===== config.mk =====
export PLATFORM = sky130hd
export DESIGN_NAME = jtdsp16_do_cache
export DESIGN_NICKNAME = d
export VERILOG_FILES = /design/src/rtl/jtdsp16_do_cache.sv
export SDC_FILE = /design/constraint.sdc
export NUM_CORES = 1
export LEC_CHECK = 0
export CAP_MARGIN = 20
export CELL_PAD_IN_SITES_DETAIL_PLACEMENT = 0
export CELL_PAD_IN_SITES_GLOBAL_PLACEMENT = 1
export CORE_MARGIN = 5
export CORE_UTILIZATION = 49
export CTS_BUF_LIST = sky130_fd_sc_hd__clkbuf_2 sky130_fd_sc_hd__clkbuf_4 sky130_fd_sc_hd__clkbuf_8
export DETAILED_ROUTE_END_ITERATION = 7
export PLACE_DENSITY_LB_ADDON = 0.08
export SYNTH_ARGS = -nofsm -noshare
export SYNTH_HDL_FRONTEND = slang
export SYNTH_SLANG_ARGS = --single-unit
export TNS_END_PERCENT = 100

===== constraint.sdc =====
create_clock -name clk -period 2.8 [get_ports clk]
set_clock_uncertainty 0.1 [all_clocks]
set_input_delay 0.42 -clock clk [delete_from_list [all_inputs] [get_ports clk]]
set_output_delay 0.42 -clock clk [all_outputs]
set_load 0.01 [all_outputs]

===== src/rtl/jtdsp16_do_cache.sv =====
// DO-loop instruction cache: records the first pass of a loop body fetched from ROM
// and replays it for the remaining passes. Define JTDSP16_REDO_EN to enable redo (NI=0).
module jtdsp16_do_cache (
    input  logic        clk,
    input  logic        rst,
    input  logic        cen,
    input  logic        fetch,
    input  logic        do_start,
    input  logic [10:0] do_data,
    input  logic [15:0] rom_dout,
    output logic [15:0] cache_dout,
    output logic        cache_sel,
    output logic        pc_hold,
    output logic        no_int,
    output logic        do_err,
    output logic [6:0]  loop_cnt
);
    typedef enum logic [1:0] {ST_IDLE, ST_FILL, ST_REPLAY} state_t;

    state_t      r_state, w_state_next;
    logic [3:0]  r_ni, w_ni_next;
    logic [3:0]  r_wr_ptr, w_wr_ptr_next;
    logic [3:0]  r_rd_ptr, w_rd_ptr_next;
    logic [6:0]  r_iter, w_iter_next;
    logic        r_cache_sel, r_no_int, r_do_err;
    logic        w_do_err_next;
    logic [15:0] r_store [0:14];

    logic [3:0]  w_req_ni;
    logic [6:0]  w_req_k;
    logic [6:0]  w_keff;
    logic [3:0]  w_last_idx;

`ifdef JTDSP16_REDO_EN
    logic [3:0]  r_last_ni, w_last_ni_next;
`endif

    assign w_req_ni   = do_data[10:7];
    assign w_req_k    = do_data[6:0];
    assign w_keff     = (w_req_k < 7'd2) ? 7'd1 : w_req_k;
    assign w_last_idx = r_ni - 4'd1;

    always_comb begin
        w_state_next  = r_state;
        w_ni_next     = r_ni;
        w_wr_ptr_next = r_wr_ptr;
        w_rd_ptr_next = r_rd_ptr;
        w_iter_next   = r_iter;
        w_do_err_next = 1'b0;
`ifdef JTDSP16_REDO_EN
        w_last_ni_next = r_last_ni;
`endif
        if (cen) begin
            case (r_state)
                ST_IDLE: begin
                    if (do_start) begin
                        if (w_req_ni != 4'd0) begin
                            w_ni_next     = w_req_ni;
                            w_wr_ptr_next = 4'd0;
                            w_iter_next   = w_keff;
                            w_state_next  = ST_FILL;
`ifdef JTDSP16_REDO_EN
                            w_last_ni_next = w_req_ni;
`endif
                        end else begin
`ifdef JTDSP16_REDO_EN
                            if (r_last_ni != 4'd0) begin
                                w_ni_next     = r_last_ni;
                                w_rd_ptr_next = 4'd0;
                                w_iter_next   = w_keff;
                                w_state_next  = ST_REPLAY;
                            end else begin
                                w_do_err_next = 1'b1;
                            end
`else
                            w_do_err_next = 1'b1;
`endif
                        end
                    end
                end
                ST_FILL: begin
                    w_do_err_next = do_start;
                    if (fetch) begin
                        w_wr_ptr_next = r_wr_ptr + 4'd1;
                        if (r_wr_ptr == w_last_idx) begin
                            if (r_iter >= 7'd2) begin
                                w_iter_next   = r_iter - 7'd1;
                                w_rd_ptr_next = 4'd0;
                                w_state_next  = ST_REPLAY;
                            end else begin
                                // loop_cnt reads as remaining passes, so 0 once finished
                                w_iter_next  = 7'd0;
                                w_state_next = ST_IDLE;
                            end
                        end
                    end
                end
                ST_REPLAY: begin
                    w_do_err_next = do_start;
                    if (fetch) begin
                        if (r_rd_ptr == w_last_idx) begin
                            w_rd_ptr_next = 4'd0;
                            if (r_iter == 7'd1) begin
                                w_iter_next  = 7'd0;
                                w_state_next = ST_IDLE;
                            end else begin
                                w_iter_next = r_iter - 7'd1;
                            end
                        end else begin
                            w_rd_ptr_next = r_rd_ptr + 4'd1;
                        end
                    end
                end
                default: w_state_next = ST_IDLE;
            endcase
        end
    end

    always_ff @(posedge clk or posedge rst) begin
        if (rst) begin
            r_state     <= ST_IDLE;
            r_ni        <= 4'd0;
            r_wr_ptr    <= 4'd0;
            r_rd_ptr    <= 4'd0;
            r_iter      <= 7'd0;
            r_cache_sel <= 1'b0;
            r_no_int    <= 1'b0;
            r_do_err    <= 1'b0;
`ifdef JTDSP16_REDO_EN
            r_last_ni   <= 4'd0;
`endif
        end else begin
            r_state     <= w_state_next;
            r_ni        <= w_ni_next;
            r_wr_ptr    <= w_wr_ptr_next;
            r_rd_ptr    <= w_rd_ptr_next;
            r_iter      <= w_iter_next;
            // Flags track the next state so they line up with it, glitch-free
            r_cache_sel <= (w_state_next == ST_REPLAY);
            r_no_int    <= (w_state_next != ST_IDLE);
            if (cen) begin
                r_do_err <= w_do_err_next;
            end
`ifdef JTDSP16_REDO_EN
            r_last_ni   <= w_last_ni_next;
`endif
        end
    end

    // Body store has no reset; contents persist across loops for redo
    always_ff @(posedge clk) begin
        if (cen && fetch && (r_state == ST_FILL)) begin
            r_store[r_wr_ptr] <= rom_dout;
        end
    end

    assign cache_dout = r_store[r_rd_ptr];
    assign cache_sel  = r_cache_sel;
    assign pc_hold    = r_cache_sel;
    assign no_int     = r_no_int;
    assign do_err     = r_do_err;
    assign loop_cnt   = r_iter;

endmodule


======== Word level (Yosys, flattened, before mapping) ========
Memory sizes are Yosys's and may differ from the RTL's.
Index checks and enable logic that the tools add are counted.
storage, ports and cells
  register bits ........................... 24
  RAM bits ................................ 240
  output and inout port bits .............. 27
  logic and storage cells ................. 76
  memories ................................ 1
cells by class
  add/sub/neg operators ................... 4
  $lt $le $gt $ge ......................... 2
  equal/unequal tests ..................... 13
  mux-type cells .......................... 35
  reduce and logical (&&, ||, !) cells .... 13
memory list
  memory   depth  width  read ports  clocked after memory_dff  write ports  RTL line  source
  r_store  15     16     1           0                         1            27        logic [15:0] r_store [0:14];
operator list
  kind                                                        count
  2-to-1 mux 7 bit                                            9
  2-to-1 mux 4 bit                                            8
  one-hot mux 7 bit (3 select lines)                          1
  2-to-1 mux 2 bit                                            9
  one-hot mux 4 bit (2 select lines)                          2
  != test 2 bit, second input constant                        7
  adder 4 x 1 -> 4 bit, second input constant                 2
  equality test 4 bit                                         2
  AND reduction 8 bit                                         1
  equality test 7 x 1 -> 1 bit, second input constant         1
  >= comparator 7 x 2 -> 1 bit, second input constant         1
  less-than comparator 7 x 2 -> 1 bit, second input constant  1
  subtractor 7 x 1 -> 7 bit, second input constant            1
  one-hot mux 2 bit (3 select lines)                          1
  AND reduction 6 bit                                         1
  nonzero test 2 bit                                          3
  AND reduction 5 bit                                         1
  equality test 2 bit, second input constant                  2
  2-to-1 mux 1 bit                                            4
  AND reduction 4 bit                                         1
  nonzero test 4 bit                                          1
  subtractor 4 x 1 -> 4 bit, second input constant            1
  nonzero test 3 bit                                          1
  equality test 2 x 1 -> 1 bit, second input constant         1
  4 further kinds                                             5

======== Logic depth before layout (Yosys ltp) ========
  depth in word-level cells ............... 7
  mapped depth ............................ 9
  gate-level depth less buffers ........... 8

======== Worst setup path after synthesis ========
Ideal clock, no wire load.
  kind .................................... register to register
  start ................................... register r_state[1]
  end ..................................... memory r_store[2][0], enable pin
  data arrival time ....................... 2.399 ns
  path slack .............................. -0.108 ns
  cell stages (with the launch flop) ...... 7
  cell sequence ........................... dfrtp_1 inv_1 ha_1 clkbuf_1 and3_1 nand2_1 nor3_1
on the way
  word-level cells in the longest chain between the ends .. 4
ends and longest elaborated chain
  what                                    RTL line  source
  start: declaration                      20        state_t r_state, w_state_next;
  start signal: assignment                133       r_state <= w_state_next;
  equality test 2 x 1 -> 1 bit            152       if (cen && fetch && (r_state == ST_FILL)) begin
  logical AND 1 bit                       152
  2-to-1 mux 1 bit                        152
  2-to-1 mux 1 bit (implied by the code)  153       r_store[r_wr_ptr] <= rom_dout;
  end: declaration                        27
No other way between the ends.

======== Worst setup path after layout ========
  start ................................... register r_rd_ptr[0]
  end ..................................... output cache_dout[10]
on the way
  word-level cells in the longest chain between the ends .. 1
ends and longest elaborated chain
  what                       RTL line  source
  start: declaration         23        logic [3:0] r_rd_ptr, w_rd_ptr_next;
  start signal: assignment   136       r_rd_ptr <= w_rd_ptr_next;
  memory read (15 x 16 bit)  --
  end: declaration           11        output logic [15:0] cache_dout,
No other way between the ends.

==> flow_summary.yaml <==
worst_setup_path:
  r2r_cells: 8
  path_buf_inv: 3
  r2r-end: "no_int"
  critPathLaunchType: "flop"
  crit_top_cell: "mux4_2"
  arrival_ns: 2.48
  cp.depth: 5
  crit_chain: "buf_12 -> buf_4 -> mux4_2 -> mux4_2 -> buf_6"
  crit_start: "r_rd_ptr[0]"
  endpoint_kind: "primary output"
  path_max_fanout: 8
  cpPeakStageDelay_ns: 0.54
  cp.required_ns: 2.28
  r2r_slack_ns: 0.25
  reg2reg_from: "r_ni[0]"
  critPathTopFamily: "multiplexers"
  slowest_stage: "dfrtp_4"
  critPathKind: "reg2out"
synthesis:
  syn_nets: 617
  syn_area_per_cell_um2: 18.9
  syn_inst: 572
  ys_top_cells_by_area: "edfxtp_1 67%, mux4_2 13%, dfrtp_1 5.6%, mux2i_1 1.8%, ha_1 1.5%"
  synth_cell_types: 50
  async_flop_share: 0.0909
  synthFlopType: "edfxtp_1"
  ys_ff_latch: 264
  yosysSeqAreaShare: 0.723
  ys_warn_count: 0
  syn_area_um2: 10800
  synth_edf_count: 240
  synth_top_area_share: 0.667
  synth_area_leader_cell: "edfxtp_1"
power_and_ir_drop:
  power_frac_comb: 0.328
  ir_drop_mv: 0.492
  p_total_mw: 11.9
  switching_share: 0.295
  cellInternalPower_mw: 8.38
  p_switching_mw: 3.51
  pwr-share-clk: 0.269
  leakagePower_nw: 4.51
  p_seq_frac: 0.403
  power_density_nw_per_um2: 897
die:
  die_y_um: 158
  rows: 54
  coreArea_um2: 21800
  die_x_um: 158
  io_pins: 59
  die-area_um2: 25100
  start_util: 0.496
hold_path:
  hold_path.class: "in2async"
flow_run:
  drv_cap: 0
sta:
  setup_ws_ns: -0.196
  period_share: 1.07
  hold_ws_ns: 0.219
  setup_violations: 16
  worstMarginPinSlew_ns: 0.754
  maxClockFrequency_mhz: 334
  rsz0062_at_grt: "true"
  hold_viol: 0
  maxSlewViolCount: 0
  min_period_ns: 3.00
  relSlewSlack: 0.497
clock_network:
  cts_made_buffers: 44
  cts_root_buf: "clkbuf_8"
  tritoncts: "yes"
  ctsHoldBuffers: 0
  cts.path.max_buffers: 3
  htreeDepth: 2
  clk-insertion-delay-late_ns: 0.54
  clkTransAtPathRegs_ns: 0.06
  cts_sinks: 264
layout:
  nets: 759
  antenna_cells: 0
  synthToLayoutAreaGrowth_pct: 22.7
  layout-drive-gt1-share: 0.308
  final_area_um2: 13300
placed_design:
  routabilityCongestion: 0.779
  numPortBuffers: 58
  dp_hpwl_um: 13900
  placed_area_um2: 12100
global_routing:
  track_usage: 0.190
  grt_max_degree: 49
  overflow: 0
  antenna_found_initial: 0
  grt_pass1_wl_um: 35500
  grt_pass1_vias: 6041
route:
  vias: 5837
  antenna_left: 0
  drtIter0Drc: 345
  wl_um: 23000
  firstDrtPassIters: 4
  drc: 0
  wl_per_cell_um: 22.3
  via_per_inst: 5.67
outcome:
  status: "complete, but fails checks"
  violations: "negative setup slack"
state kept, by name (all words and copies together) (netlist names):
| register | count |
|---|---|
| cache_sel | 1 |
| loop_cnt | 7 |
| r_wr_ptr | 4 |
| no_int | 1 |
| r_state | 2 |
| do_err | 1 |
| r_rd_ptr | 4 |
| r_ni | 4 |
| r_store | 240 |
stage by stage:
step                      setup TNS [ns]  instances  setup WS (ns)   util
final                              -2.32       1030         -0.196  0.609
after global routing               -3.67       1030         -0.269  0.609
after CTS                          -3.08       1031         -0.216  0.610
after detailed placement               0        927         0.0428  0.555
after global placement                 0        927         0.0546  0.555
after floorplan                        0        572          0.181      -
power groups by stage:
stage	Sequential (mW)	Combinational (mW)	Clock, mW
floorplan	4.78	2.32	0
global placement	4.85	3.54	0
detailed placement	4.86	3.57	0
CTS	4.79	3.96	3.29
global route	4.82	4.21	3.48
finish	4.79	3.90	3.20
worst max-delay path by stage:
stage	to	slack, ns
final	cache_dout[10]	-0.20
after global routing	cache_dout[6]	-0.27
after CTS	cache_dout[2]	-0.22
after detailed placement	cache_dout[13]	0.04
after global placement	cache_dout[13]	0.05
after floorplan	cache_dout[10]	0.18
synth_stat cells (2+ instances only):
library cell,number
xnor2_1,7
buf_2,6
inv_1,17
and3_1,2
edfxtp_1,240
nand3_1,5
nand2_1,40
xor2_1,3
o21ai_0,26
a21oi_1,4
nor2_1,18
nor3_2,2
mux2i_1,19
mux4_2,64
nor3_1,9
nand2b_1,4
mux2_2,2
nor4_1,2
buf_4,3
nand3b_1,2
buf_1,3
dfrtp_1,24
a22o_1,9
ha_1,13
o21ai_1,4
o41ai_1,2
clkbuf_1,16
o2bb2ai_1,4
cells by family (layout without fill, tap and decap cells):
logic type	after synthesis	count (layout)	share of synthesized area
simple gates	89	89	0.0392
buf+inv	45	223	0.0174
mux	85	85	0.153
flops	264	264	0.723
fa+ha+maj	13	13	0.0151
compound gates	65	65	0.0419
xor+xnor	11	11	0.0103
worst register-to-register path: stages (launching register included):
cell	delay, ns
dfrtp_1	0.43
inv_1	0.09
ha_1	0.24
xor3_1	0.35
nor3_1	0.30
a21boi_1	0.15
or3_4	0.41
o221a_4	0.25
nand2b_4	0.13
layout by cell type, fill, tap and decap left out, types with 3 or more instances in the layout:
cell type	synthesis	layout
a21oi_1	4	4
a22o_1	9	9
buf_12	0	12
buf_16	0	4
buf_4	3	44
buf_6	0	20
clkbuf_4	0	8
clkbuf_8	0	45
clkdlybuf4s50_1	0	42
clkinv_1	0	15
clkinv_2	0	9
clkinvlp_4	0	3
dfrtp_1	24	22
edfxtp_1	240	240
ha_1	13	13
inv_1	17	17
mux2i_1	19	19
mux4_2	64	64
nand2_1	40	40
nand2b_1	4	4
nand3_1	5	5
nor2_1	18	18
nor3_1	9	5
nor3_2	2	6
o21ai_0	26	21
o21ai_1	4	8
o2bb2ai_1	4	4
xnor2_1	7	7
xor2_1	3	3
metal layers:
| layer | wire length (um) | track usage |
|---|---|---|
| met1 | 10200 | 0.276 |
| met2 | 11200 | 0.305 |
| met3 | 1280 | 0.0356 |
| met4 | 361 | 0.0455 |
| met5 | 0 | 0 |
final cells by class:
cell class	count	area (um2)
fillers	1638	8510
flip-flops and latches	264	7810
multi-input cells	263	2830
repair buffers	124	1350
clock buffers	53	679
well taps	280	350
clock inverters	29	170
inverters	17	63.8
timing repair:
item                                    CTS  global route
gates resized for setup                  93             4
gates cloned                              5             0
setup buffers                            17             1
endpoints found under the hold margin     0             0
endpoints found under the setup margin   16            16
pin swaps                                 2             0
Power figures use the tool's default switching activity.
